### config.mk
export PLATFORM = sky130hd
export DESIGN_NAME = sa4x4_sched_flat
export DESIGN_NICKNAME = d
export VERILOG_FILES = /design/src/rtl/sa4x4_sched_if.sv /design/src/rtl/sa4x4_sched.sv /design/src/flat_wrapper.sv
export SDC_FILE = /design/constraint.sdc
export NUM_CORES = 2
export LEC_CHECK = 0
export ABC_AREA = 1
export BUFFER_PORTS_ARGS = -buffer_cell sky130_fd_sc_hd__buf_4
export CAP_MARGIN = 20
export CORE_ASPECT_RATIO = 1.75
export CORE_MARGIN = 2
export CORE_UTILIZATION = 50
export DETAILED_ROUTE_END_ITERATION = 8
export HOLD_SLACK_MARGIN = 0.05
export PLACE_DENSITY = 0.66
export SYNTH_ARGS = -nofsm -noshare
export SYNTH_HDL_FRONTEND = slang
export SYNTH_SLANG_ARGS = --single-unit
### constraint.sdc
create_clock -name clk -period 3.19 [get_ports clk]
set_clock_uncertainty 0.05 [all_clocks]
set_input_delay 0.638 -clock clk [delete_from_list [all_inputs] [get_ports clk]]
set_output_delay 0.638 -clock clk [all_outputs]
set_load 0.02 [all_outputs]
### src/rtl/sa4x4_sched_if.sv
// sa4x4_sched_if: load port, job control and edge-feed bundle for sa4x4_sched.
// job_cnt/rej_cnt exist only when SA4X4_SCHED_PERF_EN is defined.
interface sa4x4_sched_if #(
    parameter int DW = 16
);
    logic          ld_en;
    logic          ld_sel;
    logic [1:0]    ld_row;
    logic [1:0]    ld_col;
    logic [DW-1:0] ld_data;
    logic          start;
    logic          busy;
    logic          done;
    logic          res_valid;
    logic          arr_rst;
    logic [DW-1:0] a1, a2, a3, a4;
    logic [DW-1:0] b1, b2, b3, b4;
`ifdef SA4X4_SCHED_PERF_EN
    logic [15:0]   job_cnt;
    logic [15:0]   rej_cnt;
`endif

    modport master (
        output ld_en, ld_sel, ld_row, ld_col, ld_data, start,
        input  busy, done, res_valid, arr_rst, a1, a2, a3, a4, b1, b2, b3, b4
`ifdef SA4X4_SCHED_PERF_EN
        , input job_cnt, rej_cnt
`endif
    );

    modport slave (
        input  ld_en, ld_sel, ld_row, ld_col, ld_data, start,
        output busy, done, res_valid, arr_rst, a1, a2, a3, a4, b1, b2, b3, b4
`ifdef SA4X4_SCHED_PERF_EN
        , output job_cnt, rej_cnt
`endif
    );
endinterface

### src/rtl/sa4x4_sched.sv
// sa4x4_sched: buffers A/B and streams them, diagonally skewed, into a 4x4 output-stationary array.
// Define SA4X4_SCHED_PERF_EN to add the job_cnt/rej_cnt performance counters.
module sa4x4_sched #(
    parameter int DW          = 16,
    parameter int K           = 4,
    parameter int DRAIN_CYC   = 2,
    parameter bit ARR_RST_LVL = 1'b0
) (
    input  logic         clk,
    input  logic         rst,
    sa4x4_sched_if.slave bus
);
    typedef enum logic [2:0] {IDLE, CLEAR, FEED, DRAIN, DONE} state_e;

    localparam logic [3:0] FEED_LAST  = 4'(3*K-3);
    localparam logic [3:0] DRAIN_LAST = 4'(DRAIN_CYC-1);

    state_e                    state_q, state_d;
    logic [3:0]                cnt_q, cnt_d;
    logic [3:0][3:0][DW-1:0]   a_buf_q, b_buf_q;
    logic [3:0][DW-1:0]        a_q, a_d, b_q, b_d;
    logic                      arr_rst_q, res_valid_q;
    logic                      busy, done, idle, accept;

    assign idle   = state_q == IDLE;
    assign accept = idle && bus.start;

    always_ff @(posedge clk) begin
        if (!rst) begin
            state_q <= IDLE;
            cnt_q   <= '0;
        end else begin
            state_q <= state_d;
            cnt_q   <= cnt_d;
        end
    end

    always_comb begin
        state_d = state_q;
        case (state_q)
            IDLE:    if (bus.start) state_d = CLEAR;
            CLEAR:   state_d = FEED;
            FEED:    if (cnt_q == FEED_LAST) state_d = (DRAIN_CYC == 0) ? DONE : DRAIN;
            DRAIN:   if (cnt_q == DRAIN_LAST) state_d = DONE;
            DONE:    state_d = IDLE;
            default: state_d = IDLE;
        endcase
        cnt_d = (state_d == state_q && (state_q == FEED || state_q == DRAIN)) ? cnt_q + 4'd1 : 4'd0;
    end

    always_comb begin
        busy = state_q == CLEAR || state_q == FEED || state_q == DRAIN;
        done = state_q == DONE;
    end

    // Row i of A and column i of B enter i cycles late; k is the operand index for feed cycle cnt_d.
    for (genvar i = 0; i < 4; i++) begin : g_feed
        logic [3:0] k;
        logic       live;
        assign k      = cnt_d - 4'(i);
        assign live   = state_d == FEED && cnt_d >= 4'(i) && k <= 4'd3;
        assign a_d[i] = live ? a_buf_q[i][k[1:0]] : '0;
        assign b_d[i] = live ? b_buf_q[k[1:0]][i] : '0;
    end

    always_ff @(posedge clk) begin
        if (!rst) begin
            a_buf_q     <= '0;
            b_buf_q     <= '0;
            a_q         <= '0;
            b_q         <= '0;
            arr_rst_q   <= ARR_RST_LVL;
            res_valid_q <= 1'b0;
        end else begin
            if (idle && bus.ld_en && !bus.ld_sel) a_buf_q[bus.ld_row][bus.ld_col] <= bus.ld_data;
            if (idle && bus.ld_en && bus.ld_sel) b_buf_q[bus.ld_row][bus.ld_col] <= bus.ld_data;
            a_q         <= a_d;
            b_q         <= b_d;
            arr_rst_q   <= (state_d == CLEAR) ? ARR_RST_LVL : ~ARR_RST_LVL;
            res_valid_q <= (state_d == DONE) || (res_valid_q && !accept);
        end
    end

    assign bus.busy      = busy;
    assign bus.done      = done;
    assign bus.res_valid = res_valid_q;
    assign bus.arr_rst   = arr_rst_q;
    assign bus.a1        = a_q[0];
    assign bus.a2        = a_q[1];
    assign bus.a3        = a_q[2];
    assign bus.a4        = a_q[3];
    assign bus.b1        = b_q[0];
    assign bus.b2        = b_q[1];
    assign bus.b3        = b_q[2];
    assign bus.b4        = b_q[3];

`ifdef SA4X4_SCHED_PERF_EN
    logic [15:0] job_cnt_q, rej_cnt_q;
    logic [16:0] rej_sum;

    // A start and a load rejected in the same cycle count as two events.
    assign rej_sum = {1'b0, rej_cnt_q} + 17'(busy & bus.start) + 17'(busy & bus.ld_en);

    always_ff @(posedge clk) begin
        if (!rst) begin
            job_cnt_q <= '0;
            rej_cnt_q <= '0;
        end else begin
            job_cnt_q <= job_cnt_q + 16'(done);
            rej_cnt_q <= rej_sum[16] ? 16'hFFFF : rej_sum[15:0];
        end
    end

    assign bus.job_cnt = job_cnt_q;
    assign bus.rej_cnt = rej_cnt_q;
`endif
endmodule

### src/flat_wrapper.sv
// flat-port wrapper written by rule: the top's interface ports become plain ports
module sa4x4_sched_flat 
#(
    parameter int DW          = 16,
    parameter int K           = 4,
    parameter int DRAIN_CYC   = 2,
    parameter bit ARR_RST_LVL = 1'b0
)
  (clk, rst, bus_ld_en, bus_ld_sel, bus_ld_row, bus_ld_col, bus_ld_data, bus_start, bus_busy, bus_done, bus_res_valid, bus_arr_rst, bus_a1, bus_a2, bus_a3, bus_a4, bus_b1, bus_b2, bus_b3, bus_b4);
  sa4x4_sched_if #(.DW(DW)) bus_i ();
  input  logic clk;
  input  logic rst;
  input wire logic [$bits(bus_i.ld_en)-1:0] bus_ld_en;
  input wire logic [$bits(bus_i.ld_sel)-1:0] bus_ld_sel;
  input wire logic [$bits(bus_i.ld_row)-1:0] bus_ld_row;
  input wire logic [$bits(bus_i.ld_col)-1:0] bus_ld_col;
  input wire logic [$bits(bus_i.ld_data)-1:0] bus_ld_data;
  input wire logic [$bits(bus_i.start)-1:0] bus_start;
  output wire logic [$bits(bus_i.busy)-1:0] bus_busy;
  output wire logic [$bits(bus_i.done)-1:0] bus_done;
  output wire logic [$bits(bus_i.res_valid)-1:0] bus_res_valid;
  output wire logic [$bits(bus_i.arr_rst)-1:0] bus_arr_rst;
  output wire logic [$bits(bus_i.a1)-1:0] bus_a1;
  output wire logic [$bits(bus_i.a2)-1:0] bus_a2;
  output wire logic [$bits(bus_i.a3)-1:0] bus_a3;
  output wire logic [$bits(bus_i.a4)-1:0] bus_a4;
  output wire logic [$bits(bus_i.b1)-1:0] bus_b1;
  output wire logic [$bits(bus_i.b2)-1:0] bus_b2;
  output wire logic [$bits(bus_i.b3)-1:0] bus_b3;
  output wire logic [$bits(bus_i.b4)-1:0] bus_b4;
  assign bus_i.ld_en = bus_ld_en;
  assign bus_i.ld_sel = bus_ld_sel;
  assign bus_i.ld_row = bus_ld_row;
  assign bus_i.ld_col = bus_ld_col;
  assign bus_i.ld_data = bus_ld_data;
  assign bus_i.start = bus_start;
  assign bus_busy = bus_i.busy;
  assign bus_done = bus_i.done;
  assign bus_res_valid = bus_i.res_valid;
  assign bus_arr_rst = bus_i.arr_rst;
  assign bus_a1 = bus_i.a1;
  assign bus_a2 = bus_i.a2;
  assign bus_a3 = bus_i.a3;
  assign bus_a4 = bus_i.a4;
  assign bus_b1 = bus_i.b1;
  assign bus_b2 = bus_i.b2;
  assign bus_b3 = bus_i.b3;
  assign bus_b4 = bus_i.b4;
  sa4x4_sched #(.DW(DW), .K(K), .DRAIN_CYC(DRAIN_CYC), .ARR_RST_LVL(ARR_RST_LVL)) u_core (.clk(clk), .rst(rst), .bus(bus_i));
endmodule
==> impl_metrics.ini <==
[floorplan]
initial_core_util_pct = 50.5
row_count = 113
die_w_microns = 181
die_area_sq_um = 56800
die_y_microns = 314
ios = 157
core_area_sq_um = 54300

[finish]
design_area_sq_um = 30500
num-nets-final = 3795
syn_to_final_growth_pct = 11.4
stdcell_count = 4499
drive_above_1_share_pct = 10.1
diodes = 0
final_common_cell = dfxtp_1
utilization_pct = 56.2
most-common-layout-cells = 649 x dfxtp_1, 600 x inv_1, 544 x o21ai_0

[routing]
routed_wl_microns = 76500
ant_nets = 0
wire_per_inst_microns = 17.0
viasPerCell = 5.28
dr.pass1.iters = 5
vias = 23800
drt_drc_violations_left = 0
drt_iter0_markers = 1725

[placement]
dpl-instance-area_sq_um = 28600
dp_cells = 4394
gp_congestion = 0.814
portBuffers = 156
dp_hpwl_microns = 42600

[sta]
report.final.slew_viol_count = 0
max_slew_margin_pct = 39.0
setup-tns-final_ns = 0
rsz0062_at_grt = no
fin_crit_sh_pct = 83.1
period_minus_slack_ns = 2.65
tightest_slew_ns = 0.915
final_hold_viol_count = 0
max_freq_mhz = 377
finalSetupViolations = 0

[critical_path]
crit_path_end_kind = flip-flop
max_stage_delay_ns = 0.58
r2r_slack_ns = 0.54
crit_type = flip-flop to flip-flop
crit_path_cell_trace = inv_1 -> ha_1 -> nand2_1 -> nand3_1 -> nand2_4 -> nand2_8 -> nand3_4 -> buf_4 -> nand2_1 -> nand3_2 -> nand3_2 -> buf_12 -> nor2_1
cp_max_fo = 56
cp.arrival_ns = 3.15
cp-start-kind = flip-flop
r2r_cells = 13
required_ns = 3.69
cp_slowest_cell = buf_4
rr_startpoint = u_core.cnt_q[1]
cp_top_family = simple AND/OR/NAND/NOR gates
critPathBufInv = 3
r2r_end = u_core.bus.b3[8]

[power_and_ir_drop]
ir_worst_vdd_v = 0.000437
fin_total_pwr_uw = 17200
p_per_area_nw_per_um2 = 564
p_leak_uw = 0.0126

[synthesis]
synth_fp_nets = 3849
synthCells = 3817
yosysWarnings = 0
ys_seq_elements = 649
syn_area_sq_um = 27400
synthDistinctLibCells = 28
avgSynthCellArea_sq_um = 7.18
synth.yosys.seq_area_share_pct = 47.4

[worst_hold_path]
min_to = u_core.state_q[0]
hp-class = primary input to flip-flop
hold_depth = 3
min_from = bus_start

[run]
maxCapViolCount = 0

[clocking]
clkSlewWorstSetupHoldPaths_ns = 0.07
post_cts_buffers = 0
ctsResizeCount = 0
cts_num_sinks = 649
tritoncts = built
cts_buffers = 57
clockBufferDepth = 3
root_buffer = clkbuf_16
h-tree-depth = 2
holdBufCountCts = 0
clk-insertion-delay-late_ns = 0.61

[global_routing]
grt_pass1_vias = 22200
grt_usage_pct = 26.5
grt_pass1_wl_microns = 121000
grt_antenna_before_repair = 0
grt_max_degree = 223
grt_overflow = 0

[outcome]
status = complete, no violations
cells in the mapped netlist, drive strengths merged:
master | count | share of area, %
nand4 | 165 | 3.8
dfxtp | 649 | 47
ha | 7 | 0.32
nand2 | 409 | 5.7
o211ai | 1 | 0.046
nor2 | 368 | 5.4
inv | 621 | 8.5
nand3 | 205 | 3.9
xnor2 | 1 | 0.032
clkinv | 3 | 0.041
o21ai | 548 | 10
a21oi | 509 | 9.3
xor2 | 1 | 0.032
clkbuf | 165 | 2.3
buf | 165 | 3.2
how the worst max path moves through the flow:
| stage | to | slack (ns) | depth (start not counted) | from |
|---|---|---|---|---|
| after floorplan | u_core.bus.b4[10] | 0.52 | 17 | u_core.cnt_q[1] |
| after global placement | u_core.bus.a2[9] | 0.60 | 12 | bus_start |
| after detailed placement | u_core.bus.b3[8] | 0.56 | 13 | u_core.cnt_q[1] |
| after CTS | u_core.bus.b3[8] | 0.53 | 13 | u_core.cnt_q[1] |
| after global routing | u_core.bus.a4[8] | 0.36 | 16 | u_core.cnt_q[1] |
| final | u_core.bus.b3[8] | 0.54 | 13 | u_core.cnt_q[1] |
layer usage:
metal / part of all wire (%) / wire (microns) / global-route usage [%]
met5: 0 / 0 / 0
met2: 50 / 38500 / 48.3
met4: 3.7 / 2800 / 10.8
met3: 4.1 / 3170 / 2.57
met1: 42 / 32100 / 31.8
worst register-to-register path, stage by stage, from the launching register on:
cell,delay (ns)
dfxtp_1,0.35
inv_1,0.05
ha_1,0.18
nand2_1,0.11
nand3_1,0.16
nand2_4,0.13
nand2_8,0.11
nand3_4,0.13
buf_4,0.58
nand2_1,0.17
nand3_2,0.10
nand3_2,0.10
buf_12,0.19
nor2_1,0.17
flip-flops by register name, indices dropped and copies added, names as in the netlist:
register and flops:
u_core.bus.res_valid 1, u_core.state_q 3, u_core.bus.b2 16, u_core.bus.b1 16, u_core.bus.b4 16, u_core.bus.a1 16, u_core.bus.arr_rst 1, u_core.bus.a2 16
u_core.bus.a3 16, u_core.bus.b3 16, u_core.a_buf_q 256, u_core.cnt_q 4, u_core.b_buf_q 256, u_core.bus.a4 16
power breakdown:
part | total (uW) | switching [uW] | internal [uW]
Sequential | 8210 | 25.5 | 8190
Combinational | 1700 | 1230 | 471
Clock | 7310 | 3140 | 4170
cell families (layout without fill, tap and decap cells):
logic type / count (synthesis) / in the layout / share of synthesized area (%)
simple gates: 1147 / 1147 / 18.8
compound gates: 1058 / 1058 / 19.3
xor+xnor: 2 / 2 / 0.0639
fa+ha+maj: 7 / 7 / 0.320
buf+inv: 954 / 946 / 14.0
flops: 649 / 649 / 47.4
area by class of cell:
type / count / area (sq um)
clock buffer: 81 / 1690
clock inverter: 24 / 283
fill: 5271 / 23800
inverter: 624 / 2350
multi-input combinational: 2214 / 10600
sequential: 649 / 13000
tap: 690 / 863
timing repair buffer: 217 / 1790
stage by stage:
stage               hold slack [ns]  setup WS, ns
finish                        0.286         0.538
global route                  0.291         0.359
CTS                           0.262         0.529
detailed placement            0.391         0.559
global placement              0.387         0.603
floorplan                     0.380         0.519
(Power assumes the default switching activity.)
